### src/rtl/sprite_renderer_if.sv
// Video bus between the timing generator and the sprite renderer: pixel
// coordinates and frame pulse in, RGB565 pixel with its data-enable out.
interface sprite_renderer_if;
    logic        de_in;
    logic [15:0] x_in;
    logic [15:0] y_in;
    logic        frame_start;
    logic        LCD_DE;
    logic [4:0]  LCD_R;
    logic [5:0]  LCD_G;
    logic [4:0]  LCD_B;

    modport master (
        output de_in, x_in, y_in, frame_start,
        input  LCD_DE, LCD_R, LCD_G, LCD_B
    );

    modport slave (
        input  de_in, x_in, y_in, frame_start,
        output LCD_DE, LCD_R, LCD_G, LCD_B
    );
endinterface

### src/rtl/sprite_renderer.sv
// Bouncing 16x16 sprite overlay with a two-stage pixel pipeline.
// Optional SPRITE_COLOR_CYCLE_EN: sprite colour steps through 8 colours on each bounce.
//
//   state | meaning
//   RD    | moving right, moving down
//   RU    | moving right, moving up
//   LD    | moving left,  moving down
//   LU    | moving left,  moving up
module sprite_renderer #(
    parameter int H_ACTIVE = 480,
    parameter int V_ACTIVE = 272,
    parameter int STEP     = 1
) (
    input  logic            PixelClk,
    input  logic            nRST,
    sprite_renderer_if.slave vid
);

    localparam logic [15:0] X_MAX  = 16'(H_ACTIVE - 16);
    localparam logic [15:0] Y_MAX  = 16'(V_ACTIVE - 16);
    localparam logic [15:0] STEP_W = 16'(STEP);

    // Encoding is {dir_x, dir_y} so the flags fall straight out of the state.
    typedef enum logic [1:0] {
        RD = 2'b00,
        RU = 2'b01,
        LD = 2'b10,
        LU = 2'b11
    } motion_t;

    motion_t     state_q, state_d;
    logic [15:0] spx, spy;
    logic [15:0] spx_d, spy_d;
    logic        dir_x, dir_y;
    logic        dir_x_d, dir_y_d;

    assign dir_x = state_q[1];
    assign dir_y = state_q[0];

    always_ff @(posedge PixelClk or negedge nRST) begin
        if (!nRST) begin
            state_q <= RD;
            spx     <= '0;
            spy     <= '0;
        end else begin
            state_q <= state_d;
            spx     <= spx_d;
            spy     <= spy_d;
        end
    end

    always_comb begin
        state_d = state_q;
        spx_d   = spx;
        spy_d   = spy;
        dir_x_d = dir_x;
        dir_y_d = dir_y;
        if (vid.frame_start) begin
            if (!dir_x) begin
                if (spx + STEP_W >= X_MAX) begin
                    spx_d   = X_MAX;
                    dir_x_d = 1'b1;
                end else begin
                    spx_d = spx + STEP_W;
                end
            end else begin
                if (spx <= STEP_W) begin
                    spx_d   = '0;
                    dir_x_d = 1'b0;
                end else begin
                    spx_d = spx - STEP_W;
                end
            end

            if (!dir_y) begin
                if (spy + STEP_W >= Y_MAX) begin
                    spy_d   = Y_MAX;
                    dir_y_d = 1'b1;
                end else begin
                    spy_d = spy + STEP_W;
                end
            end else begin
                if (spy <= STEP_W) begin
                    spy_d   = '0;
                    dir_y_d = 1'b0;
                end else begin
                    spy_d = spy - STEP_W;
                end
            end

            state_d = motion_t'({dir_x_d, dir_y_d});
        end
    end

    logic [4:0] spr_r;
    logic [5:0] spr_g;
    logic [4:0] spr_b;

`ifdef SPRITE_COLOR_CYCLE_EN
    // Every clamp flips a direction flag, so any state change is one bounce,
    // including a corner hit where both flags flip together.
    logic       bounce;
    logic [2:0] col_idx;

    assign bounce = (state_d != state_q);

    always_ff @(posedge PixelClk or negedge nRST) begin
        if (!nRST) begin
            col_idx <= '0;
        end else if (bounce) begin
            col_idx <= col_idx + 3'd1;
        end
    end

    always_comb begin
        spr_r = col_idx[0] ? 5'd31 : 5'd0;
        spr_g = col_idx[1] ? 6'd63 : 6'd0;
        spr_b = col_idx[2] ? 5'd31 : 5'd0;
        if (col_idx == 3'd0) begin
            spr_r = 5'd31;
            spr_g = 6'd63;
            spr_b = 5'd31;
        end
    end
`else
    assign spr_r = 5'd0;
    assign spr_g = 6'd63;
    assign spr_b = 5'd0;
`endif

    function automatic logic [15:0] rom_row(input logic [3:0] r);
        logic [15:0] bits;
        case (r)
            4'd0:    bits = 16'hFFFF;
            4'd1:    bits = 16'h8001;
            4'd2:    bits = 16'hBFFD;
            4'd3:    bits = 16'hA005;
            4'd4:    bits = 16'hAFF5;
            4'd5:    bits = 16'hA815;
            4'd6:    bits = 16'hABD5;
            4'd7:    bits = 16'hAA55;
            4'd8:    bits = 16'hAA55;
            4'd9:    bits = 16'hABD5;
            4'd10:   bits = 16'hA815;
            4'd11:   bits = 16'hAFF5;
            4'd12:   bits = 16'hA005;
            4'd13:   bits = 16'hBFFD;
            4'd14:   bits = 16'h8001;
            default: bits = 16'hFFFF;
        endcase
        return bits;
    endfunction

    // Unsigned wrap makes pixels left of / above the sprite land far above 15.
    logic [15:0] dx, dy;
    assign dx = vid.x_in - spx;
    assign dy = vid.y_in - spy;

    logic       de_s1;
    logic       hit_s1;
    logic [3:0] row_s1;
    logic [3:0] col_s1;

    always_ff @(posedge PixelClk or negedge nRST) begin
        if (!nRST) begin
            de_s1  <= 1'b0;
            hit_s1 <= 1'b0;
            row_s1 <= '0;
            col_s1 <= '0;
        end else begin
            de_s1  <= vid.de_in;
            hit_s1 <= (dx < 16'd16) && (dy < 16'd16);
            row_s1 <= dy[3:0];
            col_s1 <= dx[3:0];
        end
    end

    logic [15:0] rom_bits;
    logic        lit;
    assign rom_bits = rom_row(row_s1);
    assign lit      = rom_bits[4'd15 - col_s1];

    logic       de_s2;
    logic [4:0] r_s2;
    logic [5:0] g_s2;
    logic [4:0] b_s2;

    always_ff @(posedge PixelClk or negedge nRST) begin
        if (!nRST) begin
            de_s2 <= 1'b0;
            r_s2  <= '0;
            g_s2  <= '0;
            b_s2  <= '0;
        end else begin
            de_s2 <= de_s1;
            if (de_s1 && hit_s1 && lit) begin
                r_s2 <= spr_r;
                g_s2 <= spr_g;
                b_s2 <= spr_b;
            end else begin
                r_s2 <= '0;
                g_s2 <= '0;
                b_s2 <= '0;
            end
        end
    end

    assign vid.LCD_DE = de_s2;
    assign vid.LCD_R  = r_s2;
    assign vid.LCD_G  = g_s2;
    assign vid.LCD_B  = b_s2;

endmodule

### src/flat_wrapper.sv
// flat-port wrapper written by rule: the top's interface ports become plain ports
module sprite_renderer_flat 
#(
    parameter int H_ACTIVE = 480,
    parameter int V_ACTIVE = 272,
    parameter int STEP     = 1
)
  (PixelClk, nRST, vid_de_in, vid_x_in, vid_y_in, vid_frame_start, vid_LCD_DE, vid_LCD_R, vid_LCD_G, vid_LCD_B);
  sprite_renderer_if vid_i ();
  input  logic PixelClk;
  input  logic nRST;
  input wire logic [$bits(vid_i.de_in)-1:0] vid_de_in;
  input wire logic [$bits(vid_i.x_in)-1:0] vid_x_in;
  input wire logic [$bits(vid_i.y_in)-1:0] vid_y_in;
  input wire logic [$bits(vid_i.frame_start)-1:0] vid_frame_start;
  output wire logic [$bits(vid_i.LCD_DE)-1:0] vid_LCD_DE;
  output wire logic [$bits(vid_i.LCD_R)-1:0] vid_LCD_R;
  output wire logic [$bits(vid_i.LCD_G)-1:0] vid_LCD_G;
  output wire logic [$bits(vid_i.LCD_B)-1:0] vid_LCD_B;
  assign vid_i.de_in = vid_de_in;
  assign vid_i.x_in = vid_x_in;
  assign vid_i.y_in = vid_y_in;
  assign vid_i.frame_start = vid_frame_start;
  assign vid_LCD_DE = vid_i.LCD_DE;
  assign vid_LCD_R = vid_i.LCD_R;
  assign vid_LCD_G = vid_i.LCD_G;
  assign vid_LCD_B = vid_i.LCD_B;
  sprite_renderer #(.H_ACTIVE(H_ACTIVE), .V_ACTIVE(V_ACTIVE), .STEP(STEP)) u_core (.PixelClk(PixelClk), .nRST(nRST), .vid(vid_i));
endmodule
### config.mk
export PLATFORM = sky130hd
export DESIGN_NAME = sprite_renderer_flat
export DESIGN_NICKNAME = d
export VERILOG_FILES = /design/src/rtl/sprite_renderer_if.sv /design/src/rtl/sprite_renderer.sv /design/src/flat_wrapper.sv
export SDC_FILE = /design/constraint.sdc
export NUM_CORES = 1
export LEC_CHECK = 0
export ABC_AREA = 1
export BUFFER_PORTS_ARGS = -buffer_cell sky130_fd_sc_hd__buf_2
export CAP_MARGIN = 20
export CORE_ASPECT_RATIO = 0.5
export CORE_MARGIN = 2
export CORE_UTILIZATION = 35
export CTS_CLUSTER_SIZE = 24
export DETAILED_ROUTE_END_ITERATION = 16
export MAX_ROUTING_LAYER = met4
export SYNTH_ARGS = -nofsm -noshare
export SYNTH_HDL_FRONTEND = slang
export SYNTH_SLANG_ARGS = --single-unit
### constraint.sdc
create_clock -name PixelClk -period 2.3 [get_ports PixelClk]
set_input_delay 0 -clock PixelClk [delete_from_list [all_inputs] [get_ports PixelClk]]
set_output_delay 0 -clock PixelClk [all_outputs]
set_load 0.01 [all_outputs]
; Word level (Yosys, flattened, before mapping)
; Memory sizes are Yosys's and may differ from the RTL's.
; Index checks and enable logic that the tools add are counted.
[totals]
regBits = 51
mem_bits_ro = 224
output_inout_bits = 17
wordCells = 42
memories = 1
[classes]
n_addsub = 7
n_lt_le_gt_ge = 7
n_mux = 15
reduce_logical = 3
[mem_list]
columns = name, words, word_bits, rd, rd_ports_with_merged_regs, write_ports, line_no
row1 = (no name shown), 16, 14, 1, 0, 0, sprite_renderer.sv:133  ; case (r)
[op_table]
columns = cell, n
row1 = $mux 16, 6
row2 = $add 16x1->16 const B, 2
row3 = $ge 16x9->1 const B, 2
row4 = $le 16x1->1 const B, 2
row5 = $lt 16x5->1 const B, 2
row6 = $sub 16x1->16 const B, 2
row7 = $sub 16x16->16, 2
row8 = $mux 1, 7
row9 = $mux 6, 1
row10 = $lt 4x5->1 const B, 1
row11 = $bmux 1 s4, 1
row12 = $sub 4x4->4 const A, 1
row13 = $logic_and 1x1->1, 3

; Logic depth before layout (Yosys ltp)
[logic_depth]
ltp_word = 5
depth_mapped = 17
depth_no_buf = 16

; Worst setup path before layout
; OpenSTA, ideal clock, no wires.
[synth_timing]
path_kind = register to register
start = register u_core.spx[0]
end = register u_core.hit_s1
setup_ns = 0.071
t_arrival_ns = 1.889
t_required_ns = 2.229
setup_slack_ns = 0.339
path_stages_with_launch = 15
path_buffers = 0
synth_period_minus_slack_ns = 1.961
path_cell_list = dfrtp_1 ha_1 fa_1 inv_1 nand3_1 nand2_1 nand3_1 nand2_1 nand2_1 nand2_1 xnor2_1 nand2_1 nor2_1 nand2_1 nor2_1
[synth_between]
elab_chain_cells = 3
[synth_lines]
columns = item, line_no
row1 = start: declaration, sprite_renderer.sv:32  ; logic [15:0] spx, spy;
row2 = start signal: assignment, sprite_renderer.sv:47  ; spx <= spx_d;
row3 = $sub 16x16->16, sprite_renderer.sv:156  ; assign dx = vid.x_in - spx;
row4 = $lt 16x5->1, sprite_renderer.sv:172  ; hit_s1 <= (dx < 16'd16) && (dy < 16'd16);
row5 = $logic_and 1x1->1, sprite_renderer.sv:172
row6 = end signal: assignment, sprite_renderer.sv:172
row7 = end: declaration, sprite_renderer.sv:160  ; logic hit_s1;
; No other way between the ends.
; A chain may end at the register's enable or synchronous reset.

; Final worst setup path
[layout_timing]
start = register u_core.spy[0]
end = register u_core.hit_s1
[layout_between]
elab_chain_cells = 3
[layout_lines]
columns = item, line_no
row1 = start: declaration, sprite_renderer.sv:32
row2 = start signal: assignment, sprite_renderer.sv:48  ; spy <= spy_d;
row3 = $sub 16x16->16, sprite_renderer.sv:157  ; assign dy = vid.y_in - spy;
row4 = $lt 16x5->1, sprite_renderer.sv:172
row5 = $logic_and 1x1->1, sprite_renderer.sv:172
; No other way between the ends.

==> run metrics <==
Achievable Freq 473 MHz; Least-Margin Pin Slew 0.661 ns; Synth area leader dfrtp_1; global route overflow 0; Pleak around 3.2 nW; Clock Latency Late Sink 0.29 ns; Worst setup EP type register; Layout area overhead 12.0%; pre-CTS WS around 0.18 ns; via count 5624; RSZ-0062 raised after global routing no; chip width 180 um; Synth top area share 0.213; WS Path Type reg2reg; initial antenna violation count 0; most frequent CP cell nand2_1; vias per cell 4.98; Worst slew margin 0.559; DRT Pass-1 Iters 5; Seq/Total Area, Yosys 0.213; final setup TNS 0 ns; io pins between 50 and 60; syn avg cell area 6.14 um^2; crit path max-delay cell type fa_1; total core area 15300 um^2; Post-Synthesis Cells 878; vias in the first global route approximately 5300; Setup Skew just under 0.009 ns; largest net degree at the start of global routing 35; routed len/inst about 14 um; Max clock buf depth 2; post-synthesis register bit count 46; Area contributors post-synth dfrtp_1, nand2_1, inv_1; power density over the cells 1040 nW/um^2; CTS HTree Levels 2; Hold Crit Class in2reg; clk sinks 46; fin crit period 2.11 ns; HPWL Detailed 12400 um; Synth async-reset ratio 1.00; GPL Wtd Cong 0.960; startpoint types register; drt drc 0; cell with the most instances after synthesis nand2_1; Final Instance Area 6040 um^2; worst path cell trace ha_1, fa_1, nand3b_1, nand2_2, nand2_1, nand2_1, nand2_1, nand2_1, o21ai_0, nor2_1, nand4_1, nor2_1; list of most frequent post-synthesis cells nand2_1, inv_1, nor2_1, nand3_1, a21oi_1; root buf cell clkbuf_16; first-pass GRT wire length 25100 um; ANT cells 0; Tcrit/Tclk final 0.920; Placed Area 5850 um^2; final hold vios 0; IO buf count 42; crit path max fanout 3; Die H between 90 and 100 um; MaxCap Viol Count 0; max-slew violations 0; Setup-failing EPs final 0; Synth cell types 46; worst stage delay on the critical path 0.40 ns; Post-synth EDFFs 0; GRT Util Overall 0.192; CP required 2.52 ns; layout cells sized above 1 0.122; Post-Syn Area 5400 um^2; Post-synth top flop dfrtp_1; Num CTS Buffers 5; Initial DRC Count between 300 and 400; status finished clean; Peak supply drop 0.000397 V; yosys warns 0; Total Routed Length 15300 um; placed insts around 1100; Cell Count, Final, Fillers Out about 1100; clock-pin slew on the worst setup and hold paths 0.07 ns; Initial Utilization 0.354; smallest hold slack 0.0360 ns; fillers ~1700; final-stage net count 1000; Die Footprint 16500 um^2; antenna-violating nets left 0; TritonCTS clock tree built; # rows 32; worst path arrival time around 2.3 ns; final setup margin 0.185 ns
-- area by class of cell --
| class | count | area [um^2] | share of cell area |
|---|---|---|---|
| Multi-Input combinational cell | 671 | 3570 | 0.591 |
| Tap cell | 204 | 255 | 0.0423 |
| Clock buffer | 6 | 139 | 0.0230 |
| Timing Repair Buffer | 69 | 418 | 0.0692 |
| Inverter | 133 | 499 | 0.0826 |
| Sequential cell | 46 | 1160 | 0.192 |
-- critical path, delay by kind of cell, from the launching register on --
kind	cells	cell delay (ns)
AOI/OAI and AO/OA	1	0.09
DFF	1	0.38
adders and majority gates	2	0.61
and+or+nand+nor	9	0.97
-- report_power, final --
group	switching (mW)	total (mW)	internal [mW]
logic	2.62	4.12	1.50
registers	0.318	1.40	1.08
clock network	0.321	0.743	0.422
total	3.26	6.26	3.00
-- per-layer routing --
layer  wire length [um]  share of wire  GRT usage
met1               7320           0.48      0.248
met2               6980           0.46      0.321
met3                748          0.049     0.0302
met4                201          0.013     0.0373
met5                  0              0          -
-- path summary, 6_finish.rpt --
check	from	endpoint	slack (ns)	cells after the start
hold reg to reg	u_core.de_s1$_DFF_PN0_	u_core.vid.LCD_DE$_DFF_PN0_	0.39	0
min in group asynchronous	nRST	u_core.row_s1[3]$_DFF_PN0_	0.17	2
setup / recovery	u_core.spy[0]$_DFFE_PN0P_	u_core.hit_s1$_DFF_PN0_	0.19	12
setup reg to reg	u_core.spy[0]$_DFFE_PN0P_	u_core.hit_s1$_DFF_PN0_	0.19	12
hold / removal	vid_x_in[0]	u_core.col_s1[0]$_DFF_PN0_	0.04	4
max in group asynchronous	nRST	u_core.spx[11]$_DFFE_PN0P_	1.34	3
-- cells by family after synthesis --
kind of cell / synth area share
adder cells (fa/ha/maj): 0.0909
other: 0.000695
XOR/XNOR: 0.0503
buffers and inverters: 0.135
AO/OA/AOI/OAI: 0.129
AND/OR/NAND/NOR: 0.381
flip-flops: 0.213
-- cells in the final DEF (no fill, tap or decap), types with 4 or more instances in the layout --
cell type  count
buf_2         42
nor2_2         7
o211ai_1       5
nand4_1       23
nand3b_1       6
clkbuf_16      5
nand2_2        5
nor3_1        11
buf_4         25
nand2_1      221
ha_1          36
inv_2          5
dfrtp_1       41
nor2_1       102
nand3_1       73
o21ai_0       45
a21oi_2        4
a21oi_1       57
xor2_1        25
dfrtp_2        5
inv_1        127
conb_1        10
xnor2_1        6
-- stage by stage --
| step | util | power, mW |
|---|---|---|
| 3_5_place_dp | 0.384 | 5.45 |
| 2_1_floorplan | - | 4.48 |
| 6_report | 0.396 | 6.26 |
| 5_1_grt | 0.396 | 6.97 |
| 3_3_place_gp | 0.384 | 5.40 |
| 4_1_cts | 0.394 | 6.23 |
-- registers in the layout (all words and copies together), names as in the netlist --
signal,flops
u_core.hit_s1,1
u_core.spx,16
u_core.vid.LCD_DE,1
u_core.row_s1,4
u_core.spy,16
u_core.col_s1,4
u_core.state_q,2
u_core.vid.LCD_G,1
u_core.de_s1,1
-- timing repair --
action / 4_1_cts / 5_1_grt
resized for setup: 0 / 14
setup endpoints to repair: 0 / 7
hold buffers: 2 / 0
buffers inserted: 0 / 0
endpoints found under the hold margin: 16 / 0
Power figures use the tool's default switching activity.
